[src/rtl/mac_dot_sequencer.sv]
// Job sequencer for a 2-stage MAC: clears the accumulator, streams operand
// pairs into it, waits out the pipeline and holds the dot-product result.
module mac_dot_sequencer #(
    parameter  int W_WIDTH    = 8,
    parameter  int A_WIDTH    = 8,
    parameter  int PLUS_WIDTH = 4,
    parameter  int LEN_WIDTH  = 8,
    localparam int Z_WIDTH    = W_WIDTH + A_WIDTH + PLUS_WIDTH
) (
    input  logic                 clk,
    input  logic                 rst,
    input  logic                 start,
    input  logic [LEN_WIDTH-1:0] len,
    input  logic                 abort,
    output logic                 busy,
    input  logic                 op_valid,
    output logic                 op_ready,
    input  logic [W_WIDTH-1:0]   op_w,
    input  logic [A_WIDTH-1:0]   op_a,
    output logic [W_WIDTH-1:0]   mac_w,
    output logic [A_WIDTH-1:0]   mac_a,
    output logic                 mac_accu_rst,
    input  logic [Z_WIDTH-1:0]   mac_z,
    output logic                 res_valid,
    input  logic                 res_ready,
    output logic [Z_WIDTH-1:0]   res_z,
    output logic [LEN_WIDTH-1:0] res_len
);

    typedef enum logic [2:0] {
        S_IDLE,
        S_CLEAR,
        S_FEED,
        S_DRAIN,
        S_DONE
    } state_t;

    state_t               state_q, state_d;
    logic [LEN_WIDTH-1:0] len_q, len_d;
    logic [LEN_WIDTH-1:0] cnt_q, cnt_d;
    logic [LEN_WIDTH-1:0] cnt_inc;
    logic                 drain_q, drain_d;
    logic [Z_WIDTH-1:0]   res_z_q, res_z_d;
    logic [LEN_WIDTH-1:0] res_len_q, res_len_d;
    logic                 xfer;
    logic                 ready_int;
    logic                 accu_rst_int;

    assign cnt_inc = cnt_q + LEN_WIDTH'(1);

    always_ff @(posedge clk) begin
        if (rst) begin
            state_q   <= S_IDLE;
            len_q     <= '0;
            cnt_q     <= '0;
            drain_q   <= 1'b0;
            res_z_q   <= '0;
            res_len_q <= '0;
        end else begin
            state_q   <= state_d;
            len_q     <= len_d;
            cnt_q     <= cnt_d;
            drain_q   <= drain_d;
            res_z_q   <= res_z_d;
            res_len_q <= res_len_d;
        end
    end

    always_comb begin
        state_d      = state_q;
        len_d        = len_q;
        cnt_d        = cnt_q;
        drain_d      = drain_q;
        res_z_d      = res_z_q;
        res_len_d    = res_len_q;
        ready_int    = 1'b0;
        accu_rst_int = 1'b0;
        xfer         = 1'b0;
        unique case (state_q)
            S_IDLE: begin
                if (start) begin
                    len_d   = len;
                    cnt_d   = '0;
                    state_d = S_CLEAR;
                end
            end
            S_CLEAR: begin
                accu_rst_int = 1'b1;
                drain_d      = 1'b0;
                if (abort) begin
                    state_d = S_IDLE;
                end else if (len_q != '0) begin
                    state_d = S_FEED;
                end else begin
                    state_d = S_DRAIN;
                end
            end
            S_FEED: begin
                ready_int = 1'b1;
                xfer      = op_valid;
                if (xfer) begin
                    cnt_d = cnt_inc;
                end
                // abort wins; a same-cycle operand is consumed but dropped
                if (abort) begin
                    accu_rst_int = 1'b1;
                    state_d      = S_IDLE;
                end else if (xfer && (cnt_inc == len_q)) begin
                    drain_d = 1'b0;
                    state_d = S_DRAIN;
                end
            end
            S_DRAIN: begin
                drain_d = 1'b1;
                if (abort) begin
                    accu_rst_int = 1'b1;
                    state_d      = S_IDLE;
                end else if (drain_q) begin
                    res_z_d   = mac_z;
                    res_len_d = len_q;
                    state_d   = S_DONE;
                end
            end
            S_DONE: begin
                if (res_ready) begin
                    state_d = S_IDLE;
                end
            end
            default: begin
                state_d = S_IDLE;
            end
        endcase
    end

    // outputs go quiet during the reset cycle itself, not only after it
    assign busy         = (state_q != S_IDLE) && !rst;
    assign op_ready     = ready_int && !rst;
    assign mac_accu_rst = accu_rst_int && !rst;
    assign res_valid    = (state_q == S_DONE) && !rst;
    assign mac_w        = (xfer && !rst) ? op_w : '0;
    assign mac_a        = (xfer && !rst) ? op_a : '0;
    assign res_z        = res_z_q;
    assign res_len      = res_len_q;

endmodule

[config.mk]
export PLATFORM = sky130hd
export DESIGN_NAME = mac_dot_sequencer
export DESIGN_NICKNAME = d
export VERILOG_FILES = /design/src/rtl/mac_dot_sequencer.sv
export SDC_FILE = /design/constraint.sdc
export NUM_CORES = 1
export LEC_CHECK = 0
export ABC_AREA = 0
export CAP_MARGIN = 20
export CORE_ASPECT_RATIO = 1.4
export CORE_MARGIN = 10
export CORE_UTILIZATION = 38
export CTS_CLUSTER_SIZE = 16
export DETAILED_ROUTE_END_ITERATION = 10
export MAX_ROUTING_LAYER = met4
export PLACE_DENSITY = 0.76
export SLEW_MARGIN = 20
export SYNTH_ARGS = -nofsm -noshare
export SYNTH_HDL_FRONTEND = slang
export SYNTH_SLANG_ARGS = --single-unit
[constraint.sdc]
create_clock -name clk -period 1.8 [get_ports clk]
set_input_delay 0.36 -clock clk [delete_from_list [all_inputs] [get_ports clk]]
set_output_delay 0.36 -clock clk [all_outputs]
set_load 0.02 [all_outputs]
==> flow_metrics.env, run 1 <==
export IMPL_status="finished clean"
export IMPL_setup_viol=0
export IMPL_slowest_stage="dfxtp_1"
export IMPL_grt_antenna_before_repair=0
export IMPL_cp_top_family="compound AO/OA/AOI/OAI gates"
export IMPL_firstDrtPassIters=4
export IMPL_yosys_area_top_type="dfxtp_1"
export IMPL_rsz0062_at_grt="true"
export IMPL_grtUsageTotal_pct=15.4
export IMPL_fp_dieH_um=112
export IMPL_rows=33
export IMPL_powerDensity_mw_per_mm2=660
export IMPL_clk_latency_ns=0.30
export IMPL_tightest_slew_ns=0.518
export IMPL_diodes=0
export IMPL_max_stage_delay_ns=0.33
export IMPL_place_congestion=0.907
export IMPL_ys_warn_count=0
export IMPL_synth_top_area_share_pct=41.8
export IMPL_min_path_type="flip-flop to flip-flop"
export IMPL_start_util_pct=39.2
export IMPL_io_pins=98
export IMPL_cts_tree="done"
export IMPL_crit_type="flip-flop to flip-flop"
export IMPL_die_w_um=85.7
export IMPL_htree_levels=2
export IMPL_synth_fp_nets=359
export IMPL_ys_seq_area_share_pct=41.8
export IMPL_wirelength_mm=7.51
export IMPL_power_leakage_uw=0.00140
export IMPL_drive_gt1_share_pct=16.6
export IMPL_synthTopCellsByArea="dfxtp_1 42%, nand2_1 13%, a21oi_1 12%"
export IMPL_grt_overflow_total=0
export IMPL_detail_route_antenna_nets=0
export IMPL_drv_cap=0
export IMPL_async_flop_share_pct=0
export IMPL_hold_violations=0
export IMPL_worst_path_max_fanout=7
export IMPL_clockBufferDepth=2
export IMPL_hold_buffers=0
export IMPL_max_freq_mhz=569
export IMPL_critical_path_arrival_ns=1.96
export IMPL_via_per_inst=5.24
export IMPL_yosysMostFrequentCell="nand2_1"
export IMPL_coreArea_mm2=0.00586
export IMPL_fin_crit_ns=1.76
export IMPL_area_delta_synth_final_pct=55.9
export IMPL_cp_end_kind="flip-flop"
export IMPL_report_final_slew_viol_count=0
export IMPL_netlist_instances=308
export IMPL_vias=2516
export IMPL_clock_skew_ns=0.00678
export IMPL_io_buffers=97
export IMPL_clk_pin_slew_ns=0.09
export IMPL_start_kind="flip-flop"
export IMPL_design_area_mm2=0.00359
export IMPL_drtIter0Drc=187
export IMPL_syn_avg_cell_area_um2=7.47
export IMPL_grt_pass1_wl_mm=12.1
export IMPL_postPlaceCellArea_mm2=0.00344
export IMPL_cp_num_buf_inv=1
export IMPL_nets=461
export IMPL_holdWs_ns=0.455
export IMPL_numCtsBuffers=5
export IMPL_wl_per_cell_um=15.7
export IMPL_grt_max_degree=50
export IMPL_dieArea_mm2=0.00961
export IMPL_cp_required_ns=2.00
export IMPL_ir_drop_mv=0.558
export IMPL_grt_pass1_vias=2500
export IMPL_relSlewSlack_pct=65.5
export IMPL_drc=0
export IMPL_clock_sinks=48
export IMPL_synth_common_cells="77 x nand2_1, 54 x a21oi_1, 48 x dfxtp_1"
export IMPL_synth_edf_count=0
export IMPL_period_share_pct=97.7
export IMPL_synth_ff_type="dfxtp_1"
export IMPL_hpwl_mm=5.51
export IMPL_fin_util_pct=61.2
export IMPL_synth_seq_cells=48
export IMPL_crit_chain="buf_4 -> and2_2 -> a21o_1 -> a211oi_2 -> o311ai_4 -> a31o_2"
export IMPL_synth_area_mm2=0.00230
export IMPL_synth_distinct_cells=37
export IMPL_root_buffer="clkbuf_8"
## worst register-to-register path, delay by kind of cell (launching register included)
family | cells | cell delay [ns]
AO/OA/AOI/OAI | 4 | 0.95
flip-flops | 1 | 0.33
buffers and inverters | 1 | 0.16
AND/OR/NAND/NOR | 1 | 0.21
## sequential cells by signal (all words and copies together), names as in the netlist
signal	cells
cnt_q	8
res_z	20
res_len	8
state_q	3
drain_q	1
len_q	8
## per-layer routing
metal | vias up | GRT usage [%] | wire, µm
met5 | - | - | 0
met4 | 0 | 6.17 | 141
met3 | 14 | 5.28 | 598
met2 | 102 | 25.6 | 3740
met1 | 1146 | 16.2 | 3040
li1 | 1254 | - | -
## path summary, 6_finish.rpt
check | startpoint | endpoint | slack, ns | depth (start not counted)
hold / removal | res_z[4]$_SDFFE_PP0P_ | res_z[4]$_SDFFE_PP0P_ | 0.46 | 2
setup reg to reg | cnt_q[0]$_SDFFE_PP0P_ | drain_q$_SDFFE_PP0P_ | 0.04 | 6
hold reg to reg | res_z[4]$_SDFFE_PP0P_ | res_z[4]$_SDFFE_PP0P_ | 0.46 | 2
setup / recovery | cnt_q[0]$_SDFFE_PP0P_ | drain_q$_SDFFE_PP0P_ | 0.04 | 6
## cells in the final DEF (no fill, tap or decap), drive strengths merged, types with 3 or more instances in the layout
cell / count
a21oi: 54
and2: 4
and3: 17
buf: 42
clkbuf: 5
clkdlybuf4s50: 76
dfxtp: 48
inv: 3
nand2: 77
nand3: 10
nor2: 8
nor2b: 4
nor3: 9
o21ai: 10
or3: 5
xnor2: 3
xor2: 5
## what timing repair did
action / in CTS / in global routing
endpoints found under the setup margin: 21 / 26
gates resized for setup: 75 / 25
setup buffers: 0 / 0
pin swaps: 0 / 2
## power breakdown
part           internal (µW)  switching [µW]  leakage, µW
Clock                    547             357    0.0000642
Sequential              1080            23.8     0.000389
Combinational            197             159     0.000950
Total                   1830             540      0.00140
## kinds of logic after synthesis
group	share of synthesized area, %
multiplexers	0.435
AND/OR/NAND/NOR	30.9
XOR/XNOR	3.05
AO/OA/AOI/OAI	17.3
flip-flops	41.8
adder cells (fa/ha/maj)	0.544
buffers and inverters	5.98
## final cells by class
cell class / instances / area [µm²]
inverters: 3 / 11.3
clock inverters: 2 / 60.1
multi-input cells: 231 / 1280
well taps: 70 / 87.6
fillers: 532 / 2280
flip-flops and latches: 48 / 963
repair buffers: 121 / 1110
clock buffers: 5 / 68.8
## stage by stage
| step | cells | setup TNS [ns] | power (µW) | worst slack [ns] |
|---|---|---|---|---|
| 6_report | 480 | 0 | 2370 | 0.0416 |
| 5_1_grt | 480 | -0.0808 | 2460 | -0.0539 |
| 4_1_cts | 480 | 0 | 2370 | 0.0121 |
| 3_5_place_dp | 473 | -7.36 | 1470 | -0.312 |
| 3_3_place_gp | 473 | -6.55 | 1460 | -0.297 |
| 2_1_floorplan | 308 | 0 | 1280 | 0.0713 |
Power figures use the tool's default switching activity.
==> run 2, diff against run 1 <==
RECOVER_POWER = 50   (was unset)
==> run 2 against run 1 <==
Effect of this change: worst setup slack lost 0.0087 ns; highest routed layer unchanged; critical endpoint unchanged; combinational power is 1% lower; global-route usage is the same; sequential share of layout area is 0.12 points higher; critical path type unchanged; cell area is 0.45% lower; cell count is the same; clock power about the same.
==> flow_metrics.env, run 2 (synthesized netlist as in run 1, its figures left out) <==
export IMPL_status="finished clean"
export IMPL_place_congestion=0.907
export IMPL_grt_overflow_total=0
export IMPL_place_inst=473
export IMPL_cp_end_kind="flip-flop"
export IMPL_hpwl_mm=5.51
export IMPL_final_cell_mix="77 x nand2_1, 75 x clkdlybuf4s50_1, 54 x a21oi_1"
export IMPL_reg2reg_slack_ns=0.03
export IMPL_post_cts_buffers=0
export IMPL_regArea_um2=963
export IMPL_cp_required_ns=2.00
export IMPL_layout_commonest_cell="nand2_1"
export IMPL_hold_buffers=0
export IMPL_relSlewSlack_pct=65.3
export IMPL_clock_skew_ns=0.00725
export IMPL_die_w_um=85.7
export IMPL_switching_power_uw=538
export IMPL_clk_latency_ns=0.30
export IMPL_tightest_slew_ns=0.520
export IMPL_grt_antenna_before_repair=0
export IMPL_fin_crit_ns=1.77
export IMPL_grtUsageTotal_pct=15.4
export IMPL_firstDrtPassIters=4
export IMPL_clock_sinks=48
export IMPL_fp_dieH_um=112
export IMPL_worst_path_max_fanout=7
export IMPL_drive_gt1_share_pct=16.3
export IMPL_multiInputGateArea_mm2=0.00128
export IMPL_max_freq_mhz=566
export IMPL_numCtsBuffers=5
export IMPL_postPlaceCellArea_mm2=0.00344
export IMPL_htree_levels=2
export IMPL_power_frac_clock_pct=38.2
export IMPL_nets=461
export IMPL_internal_power_uw=1820
export IMPL_setup_viol=0
export IMPL_drc=0
export IMPL_setup_tns_ns=0
export IMPL_via_per_inst=5.28
export IMPL_rows=33
export IMPL_ir_drop_mv=0.552
export IMPL_vias=2536
export IMPL_coreArea_mm2=0.00586
export IMPL_rsz0062_at_grt="true"
export IMPL_critical_path_arrival_ns=1.96
export IMPL_wl_per_cell_um=15.6
export IMPL_io_buffers=97
export IMPL_pwr_share_seq_pct=46.8
export IMPL_start_util_pct=39.2
export IMPL_clk_pin_slew_ns=0.09
export IMPL_area_delta_synth_final_pct=55.2
export IMPL_powerDensity_mw_per_mm2=661
export IMPL_diodes=0
export IMPL_detail_route_antenna_nets=0
export IMPL_design_area_mm2=0.00357
export IMPL_power_uw=2360
export IMPL_min_path_type="flip-flop to flip-flop"
export IMPL_grt_pass1_vias=2500
export IMPL_crit_type="flip-flop to flip-flop"
export IMPL_start_kind="flip-flop"
export IMPL_dieArea_mm2=0.00961
export IMPL_grt_max_degree=50
export IMPL_wirelength_mm=7.51
export IMPL_drtIter0Drc=311
export IMPL_cts_tree="done"
export IMPL_final_instance_count_excl_fill=480
export IMPL_io_pins=98
export IMPL_holdWs_ns=0.454
export IMPL_p_sw_share_pct=22.8
export IMPL_nFillCells=536
export IMPL_grt_pass1_wl_mm=12.1
export IMPL_root_buffer="clkbuf_8"
export IMPL_largest_reg_flops=20
export IMPL_power_leakage_uw=0.00140
export IMPL_hold_violations=0
export IMPL_period_share_pct=98.2
export IMPL_clockBufferDepth=2
export IMPL_combPwrFrac_pct=14.9
export IMPL_report_final_slew_viol_count=0
export IMPL_drv_cap=0
[run 2: cell count changes in the layout (fill, tap and decap cells not counted), sizes merged]
cell and delta:
clkdlybuf4s50 -1, clkbuf +3, dlygate4sd3 +1, buf -3
[run 2: path summary, 6_finish.rpt]
check	endpoint	cells after the start	startpoint
worst max-delay path	drain_q$_SDFFE_PP0P_	6	cnt_q[0]$_SDFFE_PP0P_
worst min-delay path	res_z[19]$_SDFFE_PP0P_	2	res_z[19]$_SDFFE_PP0P_
worst max register to register	drain_q$_SDFFE_PP0P_	6	cnt_q[0]$_SDFFE_PP0P_
worst min register to register	res_z[19]$_SDFFE_PP0P_	2	res_z[19]$_SDFFE_PP0P_
[run 2: per-stage QoR]
stage                     util [%]  setup slack [ns]
after CTS                     60.0            0.0121
after global placement        58.7            -0.297
final                         60.9            0.0329
after global routing          60.9           -0.0539
after detailed placement      58.7            -0.312
after floorplan                  -            0.0713
[run 2: area by class of cell]
type                    count  share of cell area (%)
multi-input cells         231                    35.9
repair buffers            121                    30.7
flip-flops and latches     48                    27.0
well taps                  70                    2.45
clock buffers               5                    1.93
clock inverters             2                    1.68
inverters                   3                   0.315
[run 2: power by group through the flow]
stage               clock network (µW)  registers, µW  logic (µW)
global placement                     0           1130         331
detailed placement                   0           1130         336
global route                       967           1110         384
finish                             903           1110         352
floorplan                            0           1120         156
CTS                                922           1110         338
[run 2: what timing repair did]
item                                    4_1_cts  5_1_grt
cloned                                        0        0
gates resized for setup                      75       25
pin swaps                                     0        2
endpoints found under the setup margin       21       26
[run 2: layer usage]
metal	vias to the layer above	part of all wire, %	global-route usage [%]
met1	1161	40	16.2
met5	-	0	-
met2	111	50	25.6
met4	0	1.7	6.17
li1	1254	-	-
met3	10	7.9	5.28
[run 2: critical path: stages, from the launching register on]
cell and delay (ns):
dfxtp_1 0.33, buf_4 0.16, and2_2 0.21, a21o_1 0.20, a211oi_2 0.31, o311ai_4 0.17, a31o_2 0.27
==> run 3, diff against run 2 <==
CELL_PAD_IN_SITES_DETAIL_PLACEMENT = 0   (was unset)
CELL_PAD_IN_SITES_GLOBAL_PLACEMENT = 1   (was unset)
CORE_MARGIN = unset   (was 10)
CORE_UTILIZATION = 26   (was 38)
PLACE_DENSITY = 0.75   (was 0.76)
SKIP_LAST_GASP = 1   (was unset)
==> run 3 against run 2 <==
Effect of this change: clock power up 48%; non-clock buffer count is 10 higher; via count is essentially flat; die area down 3.9%; cell count is 9.6% higher; largest power group is now the clock network.
==> flow_metrics.env, run 3 (synthesized netlist as in run 1, its figures left out) <==
export IMPL_slowest_stage="dfxtp_2"
export IMPL_max_stage_delay_ns=0.32
export IMPL_wl_per_cell_um=13.4
export IMPL_power_uw=2810
export IMPL_hold_violations=0
export IMPL_grt_overflow_total=0
export IMPL_layout_commonest_cell="nand2_1"
export IMPL_grt_antenna_before_repair=0
export IMPL_drive_gt1_share_pct=20.0
export IMPL_clock_skew_ns=0.00432
export IMPL_critical_path_arrival_ns=1.44
export IMPL_grt_pass1_vias=2559
export IMPL_nets=471
export IMPL_ir_drop_mv=0.709
export IMPL_hold_buffers=0
export IMPL_fp_dieH_um=113
export IMPL_clk_latency_ns=0.29
export IMPL_htree_levels=2
export IMPL_nFillCells=850
export IMPL_detail_route_antenna_nets=0
export IMPL_numCtsBuffers=5
export IMPL_clk_pin_slew_ns=0.06
export IMPL_cp_top_family="buffers and inverters"
export IMPL_via_per_inst=4.82
export IMPL_status="finished clean"
export IMPL_drc=0
export IMPL_setup_viol=0
export IMPL_grtUsageTotal_pct=16.4
export IMPL_area_delta_synth_final_pct=68.1
export IMPL_diodes=0
export IMPL_grt_pass1_wl_mm=11.5
export IMPL_drv_cap=0
export IMPL_crit_type="flip-flop to output port"
export IMPL_tightest_slew_ns=0.423
export IMPL_report_final_slew_viol_count=0
export IMPL_coreArea_mm2=0.00856
export IMPL_fin_ws_ns=0.00361
export IMPL_grt_max_degree=29
export IMPL_rsz0062_at_grt="true"
export IMPL_vias=2534
export IMPL_firstDrtPassIters=4
export IMPL_largest_reg_flops=20
export IMPL_clock_sinks=48
export IMPL_max_freq_mhz=557
export IMPL_start_kind="flip-flop"
export IMPL_crit_chain="nand2b_4 -> nor3_4 -> buf_6 -> buf_12 -> and3_1 -> clkbuf_2"
export IMPL_drtIter0Drc=78
export IMPL_clockBufferDepth=2
export IMPL_postPlaceCellArea_mm2=0.00356
export IMPL_min_path_type="flip-flop to flip-flop"
export IMPL_start_util_pct=26.9
export IMPL_fin_crit_ns=1.80
export IMPL_wirelength_mm=7.05
export IMPL_hpwl_mm=5.09
export IMPL_cp_required_ns=1.44
export IMPL_worst_path_max_fanout=10
export IMPL_dieArea_mm2=0.00923
export IMPL_io_buffers=97
export IMPL_cp_end_kind="output port"
export IMPL_root_buffer="clkbuf_16"
export IMPL_cts_tree="done"
export IMPL_relSlewSlack_pct=71.8
export IMPL_die_w_um=81.5
export IMPL_powerDensity_mw_per_mm2=728
export IMPL_cp_num_buf_inv=3
export IMPL_final_cell_mix="77 x nand2_1, 54 x a21oi_1, 49 x clkdlybuf4s50_1"
export IMPL_place_congestion=0.863
export IMPL_design_area_mm2=0.00387
export IMPL_power_leakage_uw=0.00157
export IMPL_io_pins=98
export IMPL_dp_slack_ns=-0.325
export IMPL_rows=40
export IMPL_period_share_pct=99.8
run 3: cell types whose count changed in the layout (fill, tap and decap cells not counted), sizes merged:
cell	delta
clkdlybuf4s15	-1
bufinv	+1
dlygate4sd3	+26
buf	+9
clkbuf	+1
clkdlybuf4s50	-26
dlygate4sd2	+1
run 3: area by class of cell:
type / instances / area, µm² / share of cell area, %
Inverter: 3 / 11.3 / 0.291
Sequential cell: 48 / 965 / 25.0
Clock buffer: 5 / 125 / 3.24
Timing Repair Buffer: 131 / 1240 / 32.0
Tap cell: 105 / 131 / 3.40
Clock inverter: 3 / 90.1 / 2.33
Multi-Input combinational cell: 231 / 1310 / 33.8
run 3: per-stage QoR:
stage,std cells,setup TNS [ns],hold slack (ns),util [%]
6_report,526,0,0.450,45.2
5_1_grt,526,-0.458,0.477,45.2
4_1_cts,526,-0.169,0.455,44.1
3_5_place_dp,516,-9.20,0.446,41.6
3_3_place_gp,516,-7.87,0.442,41.6
2_1_floorplan,308,0,0.462,-
run 3: worst register-to-register path, cell delays in order (launching register included):
cell and delay (ns):
dfxtp_2 0.34, ha_4 0.18, nor2b_2 0.17, o21a_1 0.20
o31ai_2 0.25, o311ai_2 0.19, a31o_2 0.27
run 3: power by group:
part	leakage [µW]	switching, µW	total [µW]	internal (µW)
combinational	0.00108	162	361	199
sequential	0.000389	24.4	1110	1080
clock	0.000104	408	1340	936
total	0.00157	594	2810	2220
run 3: final timing paths:
check | startpoint | to | slack (ns) | cells after the start
min | res_z[10]$_SDFFE_PP0P_ | res_z[10]$_SDFFE_PP0P_ | 0.45 | 2
max reg2reg | cnt_q[0]$_SDFFE_PP0P_ | drain_q$_SDFFE_PP0P_ | 0.08 | 6
max | state_q[0]$_SDFFE_PP0P_ | mac_a[2] | 0.004 | 6
min reg2reg | res_z[10]$_SDFFE_PP0P_ | res_z[10]$_SDFFE_PP0P_ | 0.45 | 2
run 3: repair_timing:
action | in CTS | in global routing
pin swaps | 0 | 2
endpoints found under the setup margin | 22 | 25
setup buffers | 2 | 0
gates resized for setup | 69 | 45
run 3: per-layer routing:
metal	global-route usage, %	share of wire (%)	vias up
li1	-	-	1272
met1	16.8	40	1161
met2	29.6	52	90
met4	6.31	1.6	0
met5	-	0	-
met3	3.71	6.6	11
